### src/rtl/nibble_serial_adder_ctrl_pkg.sv
`default_nettype none
// ============================================================================
// Module      : nibble_serial_adder_ctrl_pkg
// Description : Shared constants, state encoding and helpers for the
//               nibble-serial adder sequencer.
// Revision    : 1.0 - initial release
// ============================================================================
package nibble_serial_adder_ctrl_pkg;

    // Width of the shared adder slice
    localparam int NIBBLE_W = 4;

    // Sequencer states with fixed encodings
    typedef enum logic [1:0] {
        ST_IDLE = 2'd0,
        ST_RUN  = 2'd1,
        ST_DONE = 2'd2
    } state_t;

    // Signed overflow of an addition, given the sign bits of the two
    // addends (B already inverted for subtract) and of the sum
    function automatic logic add_ovf(input logic a_msb, input logic b_msb,
                                     input logic s_msb);
        return (a_msb == b_msb) && (s_msb != a_msb);
    endfunction

endpackage
`default_nettype wire

### src/rtl/nibble_serial_adder_ctrl_nibble_adder.sv
`default_nettype none
// ============================================================================
// Module      : nibble_adder
// Description : Combinational 4-bit ripple-carry adder slice shared by all
//               nibbles of the serial sequencer.
// Revision    : 1.0 - initial release
// ============================================================================
module nibble_adder
    import nibble_serial_adder_ctrl_pkg::*;
(
    output logic [NIBBLE_W-1:0] o_w_s,
    output logic                o_w_cout,
    input  logic [NIBBLE_W-1:0] i_w_a,
    input  logic [NIBBLE_W-1:0] i_w_b,
    input  logic                i_w_cin
);

    logic [NIBBLE_W:0] w_c;

    assign w_c[0] = i_w_cin;

    // One full adder per bit; carry ripples LSB to MSB
    for (genvar i = 0; i < NIBBLE_W; i++) begin : g_bit
        assign o_w_s[i]   = i_w_a[i] ^ i_w_b[i] ^ w_c[i];
        assign w_c[i + 1] = (i_w_a[i] & i_w_b[i]) |
                            (i_w_a[i] & w_c[i])   |
                            (i_w_b[i] & w_c[i]);
    end

    assign o_w_cout = w_c[NIBBLE_W];

endmodule
`default_nettype wire

### src/rtl/nibble_serial_adder_ctrl.sv
`default_nettype none
// ============================================================================
// Module      : nibble_serial_adder_ctrl
// Description : Adds or subtracts two NIBBLES-wide operands by time-sharing a
//               single 4-bit adder, one nibble per clock starting at the LSB.
//               Results are published only when the last nibble completes.
// Revision    : 1.0 - initial release
// ============================================================================
module nibble_serial_adder_ctrl
    import nibble_serial_adder_ctrl_pkg::*;
#(
    parameter int NIBBLES = 4
) (
    input  logic                       i_w_clk,
    input  logic                       i_w_rst_n,
    input  logic                       i_w_start,
    input  logic [NIBBLES*NIBBLE_W-1:0] i_w_a,
    input  logic [NIBBLES*NIBBLE_W-1:0] i_w_b,
    input  logic                       i_w_cin,
    input  logic                       i_w_sub,
    output logic                       o_w_busy,
    output logic                       o_w_done,
    output logic [NIBBLES*NIBBLE_W-1:0] o_w_s,
    output logic                       o_w_cout,
    output logic                       o_w_ovf
);

    localparam int W     = NIBBLES * NIBBLE_W;
    localparam int IDX_W = (NIBBLES > 1) ? $clog2(NIBBLES) : 1;
    localparam logic [IDX_W-1:0] C_LAST_IDX = IDX_W'(NIBBLES - 1);

    state_t             r_state;
    logic [IDX_W-1:0]   r_idx;
    logic [W-1:0]       r_a;
    logic [W-1:0]       r_b;        // B, pre-inverted for subtract
    logic [W-1:0]       r_partial;
    logic               r_carry;

    logic [NIBBLE_W-1:0] w_a_nib;
    logic [NIBBLE_W-1:0] w_b_nib;
    logic [NIBBLE_W-1:0] w_s_nib;
    logic                w_cout;
    logic [W-1:0]        w_sum_full;

    // Current nibble of each operand feeds the shared adder
    assign w_a_nib = r_a[r_idx*NIBBLE_W +: NIBBLE_W];
    assign w_b_nib = r_b[r_idx*NIBBLE_W +: NIBBLE_W];

    nibble_adder u_nibble_adder (
        .o_w_s    (w_s_nib),
        .o_w_cout (w_cout),
        .i_w_a    (w_a_nib),
        .i_w_b    (w_b_nib),
        .i_w_cin  (r_carry)
    );

    // Partial result with this cycle's nibble merged in, so the final
    // nibble is included when the result is published
    always_comb begin
        w_sum_full = r_partial;
        w_sum_full[r_idx*NIBBLE_W +: NIBBLE_W] = w_s_nib;
    end

    // Sequencer: accept, step through nibbles, publish, pulse done
    always_ff @(posedge i_w_clk or negedge i_w_rst_n) begin
        if (!i_w_rst_n) begin
            r_state   <= ST_IDLE;
            r_idx     <= '0;
            r_a       <= '0;
            r_b       <= '0;
            r_partial <= '0;
            r_carry   <= 1'b0;
            o_w_busy  <= 1'b0;
            o_w_done  <= 1'b0;
            o_w_s     <= '0;
            o_w_cout  <= 1'b0;
            o_w_ovf   <= 1'b0;
        end else begin
            case (r_state)
                ST_IDLE: begin
                    o_w_done <= 1'b0;
                    if (i_w_start) begin
                        r_a      <= i_w_a;
                        // Subtract is A + ~B + ~borrow_in
                        r_b      <= i_w_sub ? ~i_w_b : i_w_b;
                        r_carry  <= i_w_cin ^ i_w_sub;
                        r_idx    <= '0;
                        o_w_busy <= 1'b1;
                        r_state  <= ST_RUN;
                    end
                end
                ST_RUN: begin
                    r_partial <= w_sum_full;
                    r_carry   <= w_cout;
                    if (r_idx == C_LAST_IDX) begin
                        r_idx    <= '0;
                        o_w_busy <= 1'b0;
                        o_w_done <= 1'b1;
                        o_w_s    <= w_sum_full;
                        o_w_cout <= w_cout;
                        o_w_ovf  <= add_ovf(r_a[W-1], r_b[W-1], w_sum_full[W-1]);
                        r_state  <= ST_DONE;
                    end else begin
                        r_idx <= r_idx + 1'b1;
                    end
                end
                ST_DONE: begin
                    o_w_done <= 1'b0;
                    r_state  <= ST_IDLE;
                end
                default: begin
                    o_w_busy <= 1'b0;
                    o_w_done <= 1'b0;
                    r_idx    <= '0;
                    r_state  <= ST_IDLE;
                end
            endcase
        end
    end

endmodule
`default_nettype wire

### config.mk
export PLATFORM = sky130hd
export DESIGN_NAME = nibble_serial_adder_ctrl
export DESIGN_NICKNAME = d
export VERILOG_FILES = /design/src/rtl/nibble_serial_adder_ctrl_pkg.sv /design/src/rtl/nibble_serial_adder_ctrl_nibble_adder.sv /design/src/rtl/nibble_serial_adder_ctrl.sv
export SDC_FILE = /design/constraint.sdc
export NUM_CORES = 1
export LEC_CHECK = 0
export CAP_MARGIN = 5
export CORE_MARGIN = 1
export CORE_UTILIZATION = 48
export DETAILED_ROUTE_END_ITERATION = 10
export PLACE_DENSITY = 0.74
export SLEW_MARGIN = 10
export SYNTH_ARGS = -nofsm -noshare
export SYNTH_HDL_FRONTEND = slang
export SYNTH_HIERARCHICAL = 1
export SYNTH_SLANG_ARGS = --single-unit
### constraint.sdc
create_clock -name i_w_clk -period 3.3 [get_ports i_w_clk]
set_clock_uncertainty 0.15 [all_clocks]
set_input_delay 0.66 -clock i_w_clk [delete_from_list [all_inputs] [get_ports i_w_clk]]
set_output_delay 0.66 -clock i_w_clk [all_outputs]
set_load 0.01 [all_outputs]
==> results.cfg <==
[outcome]
outcome = finished clean

[cts]
clock_sinks = 73
cts_setup_buffers = 0
worstSkewPairLatency_ns = 0.33
clk_path_buf_depth = 2
cts.reportedPaths.clkPinSlew_ns = 0.07
cts_made_buffers = 9
cts_root_buf = sky130_fd_sc_hd__clkbuf_8
tritoncts_clock_tree = done
h_tree_level_count = 3

[layout]
area_growth_pct = 22.5
finalNonFillerCells = 457
drive_gt1_frac = 0.122
antenna-diode-count = 0
num-nets-final = 407
fillers = 568

[hold_path]
path_category_of_the_worst_min_delay_check = in -> async

[timing]
fmax_mhz = 323
final.setup.tns_ns = 0
finalHoldViolCount = 0
tightest_slew_ns = 0.861
final-setup-viol-count = 0
worst_slew_margin_rel = 0.426
grt_setup_unrepaired = no
fin_crit_ns = 3.10
min_period_over_period = 0.939
slew_violations = 0

[critical_path]
crit_type = reg -> reg
cp_max_fo = 9
cp-start-kind = flop
cp_data_required_time_ns = 3.40
critical_path_arrival_ns = 3.20
worstSetupEndpointType = flop

[floorplanning]
die_h_um = 87.7
placementRows = 30
design.core.area_um2 = 6940
dieArea_um2 = 7690
floorplan.io_pins = 57
die_width_um = 87.7
floorplan.initialDensity = 0.508

[run]
timing.max_cap.violations = 0

[global_route]
antenna_found_initial = 0
grt_start_max_net_pins = 39
grt_pass1_wl_mm = 11.3
grt_pass1_vias = 2388
grt_overflow_total = 0
global_route.usage.total = 0.194

[synthesis]
synth_warnings = 6
async_reset_ff_frac = 1.00
synth_area_um2 = 3520
synth_seq_cells = 73
synth_enable_flop_cells = 0
synth.net_count = 354
synth-seq-area-share = 0.518
synth_ff_type = sky130_fd_sc_hd__dfrtp_1
synthesis.instances = 307
synthDistinctLibCells = 37
syn_area_per_cell_um2 = 11.5

[power]
power.leakage_nw = 1.82
comb_power_share = 0.509
internal_power_mw = 2.56
switching_share = 0.406
power.ir.vdd_worst_mv = 0.620
power_per_cell_area_nw_per_um2 = 998
share_clk_of_total_power = 0.136
net-switching-power_mw = 1.75
pwr-share-seq = 0.355

[place]
post-dp-hpwl_mm = 4.88
gp_routability_congestion = 0.757
dpl.cell_count = 445
io_buffers = 56

[drt]
post-route-drc-count = 0
routed_wl_mm = 6.58
routed-via-count = 2397
route.antenna.remaining_nets = 0
detail_routed_net_length_per_standard_cell_um = 14.4
detailedRoute.firstPassIterationCount = 4
routed_via_density = 5.25
initial_drc_count = 49
[flip-flops by register name, summed over array words and instances, names as in the netlist]
name,count
o_w_busy,1
o_w_cout,1
o_w_done,1
o_w_ovf,1
o_w_s,16
r_a,16
r_b,16
r_carry,1
r_idx,2
r_partial,16
r_state,2
[placed cells by master (no fill, tap or decap), types with 10 or more instances in the layout]
| master | count |
|---|---|
| sky130_fd_sc_hd__xnor2_1 | 16 |
| sky130_fd_sc_hd__nor2b_1 | 18 |
| sky130_fd_sc_hd__clkdlybuf4s50_1 | 55 |
| sky130_fd_sc_hd__dfrtp_1 | 72 |
| sky130_fd_sc_hd__o21ai_0 | 16 |
| sky130_fd_sc_hd__a32o_1 | 15 |
| sky130_fd_sc_hd__inv_1 | 15 |
| sky130_fd_sc_hd__a21oi_1 | 35 |
| sky130_fd_sc_hd__clkbuf_8 | 11 |
| sky130_fd_sc_hd__nor2_1 | 19 |
| sky130_fd_sc_hd__mux2_1 | 10 |
| sky130_fd_sc_hd__nand2_1 | 22 |
[power by group through the flow]
stage               logic [mW]  clock network, mW  registers, mW
floorplan                 1.54                  0           1.51
global placement          2.14                  0           1.53
detailed placement        2.20                  0           1.55
CTS                       2.21              0.603           1.53
global route              2.43              0.635           1.58
finish                    2.19              0.588           1.53
[final timing paths]
path / start / endpoint / slack [ns] / cells after the start
min in group i_w_clk: o_w_done$_DFFE_PN0P_ / o_w_done$_DFFE_PN0P_ / 0.33 / 1
setup reg to reg: r_idx[0]$_DFFE_PN0P_ / o_w_s[15]$_DFFE_PN0P_ / 0.20 / 11
hold / removal: i_w_rst_n / o_w_s[10]$_DFFE_PN0P_ / 0.29 / 1
hold reg to reg: o_w_done$_DFFE_PN0P_ / o_w_done$_DFFE_PN0P_ / 0.33 / 1
setup / recovery: r_idx[0]$_DFFE_PN0P_ / o_w_s[15]$_DFFE_PN0P_ / 0.20 / 11
max in group asynchronous: i_w_rst_n / r_idx[0]$_DFFE_PN0P_ / 2.01 / 2
[metal layers]
| metal | global-route usage | part of all wire |
|---|---|---|
| met2 | 0.316 | 0.48 |
| met5 | 0 | 0 |
| met1 | 0.263 | 0.47 |
| met4 | 0.0760 | 0.015 |
| met3 | 0.0302 | 0.032 |
[timing repair]
| action | CTS | global route |
|---|---|---|
| resized for setup | 0 | 2 |
| endpoints found under the setup margin | 0 | 8 |
| endpoints found under the hold margin | 0 | 0 |
| hold buffers | 0 | 0 |
[logic make-up after synthesis]
family	count (synthesis)	share of synthesized area
multiplexers	27	0.111
AND/OR/NAND/NOR	68	0.101
XOR/XNOR	17	0.0422
adder cells (fa/ha/maj)	10	0.0440
buffers and inverters	39	0.0525
flip-flops	73	0.518
AO/OA/AOI/OAI	73	0.131
[stage by stage]
stage | power [mW] | setup WS, ns | utilization | cell area (um^2) | hold WS [ns]
5_1_grt | 4.65 | 0.0450 | 0.622 | 4320 | 0.341
2_1_floorplan | 3.05 | 0.0252 | - | 3520 | 0.214
4_1_cts | 4.34 | 0.0351 | 0.622 | 4320 | 0.305
3_3_place_gp | 3.66 | 0.134 | 0.599 | 4160 | 0.311
6_report | 4.31 | 0.202 | 0.622 | 4320 | 0.287
3_5_place_dp | 3.75 | 0.0787 | 0.599 | 4160 | 0.317
[cell usage after synthesis (4+ instances only)]
| library cell | n | share of area |
|---|---|---|
| sky130_fd_sc_hd__o21ai_0 | 16 | 0.023 |
| sky130_fd_sc_hd__buf_4 | 5 | 0.011 |
| sky130_fd_sc_hd__dfrtp_1 | 73 | 0.52 |
| sky130_fd_sc_hd__mux2_2 | 7 | 0.022 |
| sky130_fd_sc_hd__nand2_1 | 22 | 0.023 |
| sky130_fd_sc_hd__ha_1 | 6 | 0.021 |
| sky130_fd_sc_hd__buf_2 | 8 | 0.011 |
| sky130_fd_sc_hd__nor2b_1 | 18 | 0.032 |
| sky130_fd_sc_hd__nor2_1 | 19 | 0.020 |
| sky130_fd_sc_hd__mux4_2 | 8 | 0.051 |
| sky130_fd_sc_hd__inv_1 | 16 | 0.017 |
| sky130_fd_sc_hd__a21oi_1 | 35 | 0.050 |
| sky130_fd_sc_hd__xnor2_1 | 16 | 0.040 |
| sky130_fd_sc_hd__mux2_1 | 10 | 0.032 |
| sky130_fd_sc_hd__a32o_1 | 15 | 0.043 |
| sky130_fd_sc_hd__clkbuf_1 | 6 | 0.0064 |
| sky130_fd_sc_hd__fa_1 | 4 | 0.023 |
[area by class of cell]
cell class	instances	area, um^2	share of cell area
sequential	73	1830	0.423
multi-input combinational	195	1520	0.352
timing repair buffer	65	636	0.147
clock buffer	11	151	0.0351
tap	96	120	0.0278
inverter	16	60.1	0.0139
clock inverter	1	5.00	0.00116
[worst max-delay path, stage by stage (launching register included)]
cell,delay (ns)
sky130_fd_sc_hd__dfrtp_2,0.40
sky130_fd_sc_hd__mux4_2,0.49
sky130_fd_sc_hd__inv_1,0.09
sky130_fd_sc_hd__fa_1,0.18
sky130_fd_sc_hd__inv_1,0.05
sky130_fd_sc_hd__fa_1,0.37
sky130_fd_sc_hd__fa_1,0.36
sky130_fd_sc_hd__inv_1,0.07
sky130_fd_sc_hd__fa_1,0.42
sky130_fd_sc_hd__inv_2,0.15
sky130_fd_sc_hd__a21oi_1,0.10
sky130_fd_sc_hd__o21ai_0,0.16
No activity file was read; power rests on OpenSTA's default activity.
==> RTL edit 1, RTL diff (same flow settings) <==
Reset style: synchronous (`i_w_rst_n`), changed in one clocked block.
--- a/src/rtl/nibble_serial_adder_ctrl.sv
+++ b/src/rtl/nibble_serial_adder_ctrl.sv
@@ -64,3 +64,3 @@
     // Sequencer: accept, step through nibbles, publish, pulse done
-    always_ff @(posedge i_w_clk or negedge i_w_rst_n) begin
+    always_ff @(posedge i_w_clk) begin
         if (!i_w_rst_n) begin
Formal check against the unedited RTL: differs if i_w_rst_n is asserted again (counterexample within 4 cycles, from zero or initial values and one cycle with i_w_rst_n low); with i_w_rst_n held inactive, the same outputs for 10 cycles.
==> RTL edit 1 against the original RTL <==
- area after synthesis is 3.7% lower
- wire length up 9.1%
- worst setup slack worse by 140 ps
- synthesized cell count grew 19%
- critical path type unchanged
- sequential cell count did not move
- largest cell class is now multi-input gates
- final area shrank 1.4%
Power is not compared: it rests on default switching activity, and its combinational part moved more than twofold at a synthesized area within 25%.
==> RTL edit 1: results (changes against the original RTL) <==
* Syn_area_per_cell at 9.33 sq um (-19%)
* Crit path DAT at 3330 ps (+130 ps)
* Root Buffer Master: clkbuf_8
* Nets at 461 (+13%)
* Syn nets at 411 (+16%)
* GR Util met1 at 27.0% (+0.69 points)
* Clock group at 0.772 mW
* Dpl ws at -5.37 ps (-84.1 ps)
* Clock transition at the registers of the reported paths at 70 ps (about the same)
* Met2 WL at 3.52 mm (+11%)
* Top cells by area, synth: dfxtp_1, a21oi_1, nand2_1
* CTS buffer count at 9 (unchanged)
* Leak at 1.73 nW
* Placed Cells incl. Taps at 498 (+12%)
* Port bufs at 56 (unchanged)
* Met3 wire length at 222 um (+5.2%)
* Sequential area share after synthesis at 43.0% (-8.8 points)
* Met2 Use GR at 35.1% (+3.5 points)
* Async set-reset flop share out of synthesis at 0% (-100 points)
* Placed cell area at 4020 sq um (-3.3%)
* DPL Wire Length at 5.03 mm (+3.2%)
* Via Count at 2656 (+11%)
* Fillers at 625 (+10%)
* Commonest cells in the netlist: dfxtp_1, a21oi_1, nand2_1
* Gpl congestion at 0.800 (+5.7%)
* Max Used Layer: met4
* CTS Buffer Depth at 2 (unchanged)
* Share of cells above drive strength 1 at 11.2% (-0.94 points)
* Clk_lat worst skew at 350 ps (+20 ps)
* Yosys Warn Count at 6 (unchanged)
* Total GRT Usage at 21.4% (+2.0 points)
* First-pass GRT wire length at 12.3 mm (+8.8%)
* Status: finished clean
* P_comb at 0.328 mW
* H-tree levels at 3 (unchanged)
* Sw frac at 25.6%
* Vias in the first global route at 2613 (+9.4%)
* Slew HR at 37.2% (-5.4 points)
* Peak VDD IR at 0.312 mV
* Number of DRC markers in iteration 0 at 83 (+69%)
* Pre-Repair DR Iteration Count at 4 (unchanged)
* Pin count of the biggest net entering global routing at 49 (+26%)
* Metal-1 WL at 3.25 mm (+5.4%)
* N_diodes at 0 (unchanged)
* Synth unique cells at 39 (+5.4%)
* Avg WL per Cell at 14.0 um (-3.0%)
* Gate power share at 15.9%
* CP Max Fanout at 4 (-5)
* Met3 Usage GRT at 4.14% (+1.1 points)
* Initial antenna violation count at 0 (unchanged)
* Worst Hold Class: flip-flop to flip-flop
* Layout Cells excl Fill at 514 (+12%)
RTL edit 1: changes by cell type after synthesis, moves of 7 or more:
cell	unedited run	this run
a32o_1	15	0
dfrtp_1	73	0
o21ai_0	16	8
dfxtp_1	0	73
mux2_2	7	0
mux2_1	10	0
nor2_1	19	2
o21ai_1	1	27
o211a_1	0	16
a21oi_1	35	50
nand2_1	22	49
a21boi_1	0	16
RTL edit 1: worst paths after layout:
kind	startpoint	to	slack, ps	cells past startpoint
min	r_carry	r_carry	300	2
max	r_idx[0]	o_w_ovf	60	12
max reg2reg	r_idx[0]	o_w_ovf	60	12
min reg2reg	r_carry	r_carry	300	2
RTL edit 1: cell families (layout without fill, tap and decap cells):
group	count (synthesis)	after routing	synth area share, %
flip-flops	73	73	43.0
AND/OR/NAND/NOR	89	89	13.8
adder cells (fa/ha/maj)	10	10	4.57
multiplexers	9	9	5.60
XOR/XNOR	17	17	4.38
AO/OA/AOI/OAI	125	125	22.8
buffers and inverters	41	95	5.82
RTL edit 1: timing repair:
item,4_1_cts,5_1_grt
pin swaps,0,2
endpoints found under the setup margin,1,3
setup buffers,1,0
resized for setup,0,4
RTL edit 1: critical path, cell delays in order, from the launching register on:
cell and delay (ps):
dfxtp_4 370, mux4_2 520, inv_2 80, fa_1 160, inv_1 50, fa_2 340, fa_2 340, inv_2 60
fa_1 410, inv_2 70, nor4bb_4 260, a211oi_2 120, o21ba_1 200
RTL edit 1: cell type report:
type	count	area (sq um)	area share [%]
clock buffer	10	138	3.23
inverter	14	52.6	1.23
tap	96	120	2.82
timing repair buffer	66	634	14.9
multi-input combinational	250	1770	41.5
clock inverter	5	78.8	1.85
sequential	73	1470	34.4
==> RTL edit 2, RTL diff (same settings) <==
Without the edit above. Set the package constant `NIBBLE_W` to 8 (it was 4).
--- a/src/rtl/nibble_serial_adder_ctrl_pkg.sv
+++ b/src/rtl/nibble_serial_adder_ctrl_pkg.sv
@@ -10,3 +10,3 @@
     // Width of the shared adder slice
-    localparam int NIBBLE_W = 4;
+    localparam int NIBBLE_W = 8;
 
Interface: changed (resized i_w_a, i_w_b and o_w_s); port bits go from 57 to 105. The function was not compared with the original's and may differ.
==> RTL edit 2 against the original RTL <==
- the flow now finishes with violations (setup timing)
- total power grew 140%
- area after synthesis increased by 88%
- utilization grew 1.7 points
- worst setup slack got worse by 1300 ps
- final area rose by 98%
- sequential cell count is 64 higher
- count of clock-buffer cells in the layout grew 13
- clock power grew to 3.2 times the old value
- wire length rose by 120%
==> RTL edit 2: results (changes against the original RTL) <==
* Actual slew at the worst max-slew pin at 864 ps (+3.02 ps)
* Pin count of the biggest net entering global routing at 99 (+150%)
* CTS buffer count at 17 (+8)
* Met2 Use GR at 36.4% (+4.8 points)
* Slowest CP cell: mux4_2
* Critical R2R Capture: o_w_s[15]
* Nets at 746 (+83%)
* Failing checks: setup timing
* Root Buffer Master: clkbuf_16
* CP Max Fanout at 6 (-3)
* GR Util met1 at 28.8% (+2.5 points)
* Top cells by area, synth: dfrtp_1, mux2_4, mux4_2
* Setup TNS at -21840 ps (-21840 ps)
* N_diodes at 0 (unchanged)
* Routed wire length at 14.5 mm (+120%)
* Async set-reset flop share out of synthesis at 100% (unchanged)
* Fillers at 1051 (+85%)
* Synth Instances at 556 (+81%)
* Syn nets at 639 (+81%)
* Final-report setup violation count at 35 (+35)
* Commonest cells in the netlist: dfrtp_1, a21oi_1, nand2_1
* Synth unique cells at 46 (+24%)
* Met3 Usage GRT at 4.98% (+2.0 points)
* Cells on worst reg2reg path at 16 (+5)
* Vias per Instance at 5.36 (+2.2%)
* CTS Buffer Depth at 2 (unchanged)
* Port bufs at 104 (+86%)
* Crit path DAT at 4640 ps (+1440 ps)
* Pre-Repair DR Iteration Count at 5 (+1)
* Sequential area share after synthesis at 51.8% (-0.071 points)
* Number of DRC markers in iteration 0 at 286 (+480%)
* Placed Cells incl. Taps at 818 (+84%)
* Clk_lat worst skew at 420 ps (+90 ps)
* Final hold slack at 145 ps (-142 ps)
* Leak at 3.66 nW (+100%)
* Initial antenna violation count at 0 (unchanged)
* H-tree levels at 4 (+1)
* Avg WL per Cell at 17.1 um (+19%)
* Status: finished with violations
* Post-synth top flop: dfrtp_1
* Gpl congestion at 0.788 (+4.1%)
* Dpl ws at -1180 ps (-1250 ps)
* Total GRT Usage at 22.2% (+2.8 points)
* Delay-heaviest family, CP: adder cells
* Placed cell area at 7870 sq um (+89%)
* Worst Hold Class: input port to async pin
* First-pass GRT wire length at 24.0 mm (+110%)
* Vias in the first global route at 4612 (+93%)
* DPL Wire Length at 10.2 mm (+110%)
* Gr ovfl total at 0 (unchanged)
* Share of cells above drive strength 1 at 20.1% (+7.9 points)
* Max incr delay on CP at 520 ps (+30 ps)
* Peak VDD IR at 0.858 mV (+38%)
* Final worst slack at -1140 ps (-1340 ps)
-- RTL edit 2: where the power goes --
group          leakage (nW)  switching, mW  internal, mW
Combinational          1.66           2.89          2.70
Sequential             1.71          0.448          2.40
Clock                 0.290          0.680          1.18
Total                  3.66           4.01          6.28
-- RTL edit 2: how the worst max path moves through the flow --
stage	cells past startpoint	end	slack [ps]	from
finish	16	o_w_s[15]	-1140	r_idx[0]
global placement	16	o_w_s[15]	-1110	r_idx[0]
CTS	16	o_w_s[15]	-1130	r_idx[0]
detailed placement	16	o_w_s[15]	-1180	r_idx[0]
floorplan	18	o_w_ovf	-1360	r_idx[0]
global route	16	o_w_s[7]	-1260	r_idx[0]
-- RTL edit 2: per-layer routing --
metal  share of wire [%]  wire length (um)  vias to the layer above
met2                  51              7390                      129
met3                 4.3               623                       21
met1                  43              6310                     2277
met5                   0                 0                        -
li1                    -                 -                     2140
met4                 1.5               215                        0
-- RTL edit 2: final cells by class --
type                            instances  area (sq um)  area share [%]
Clock inverter                          8          92.6            1.09
Timing Repair Buffer                  133          1310            15.3
Sequential cell                       137          3430            40.2
Multi-Input combinational cell        358          2930            34.4
Clock buffer                           24           492            5.76
Tap cell                              176           220            2.58
Inverter                               16          60.1           0.704
-- RTL edit 2: kinds of logic (layout without fill, tap and decap cells) --
logic type	Yosys count	in the layout	share of synthesized area, %
buffers and inverters	61	181	4.82
AOI/OAI and AO/OA	137	137	12.4
xor gates and xnor gates	33	33	4.36
muxes	51	51	13.1
and+or+nand+nor	123	123	10.0
adders and majority gates	14	14	3.55
DFF	137	137	51.8
-- RTL edit 2: timing repair --
action                     4_1_cts  5_1_grt
hold endpoints to repair         0        0
resized for setup                9        2
pin swaps                        8        5
setup endpoints to repair       35       35
buffers inserted                 2        0
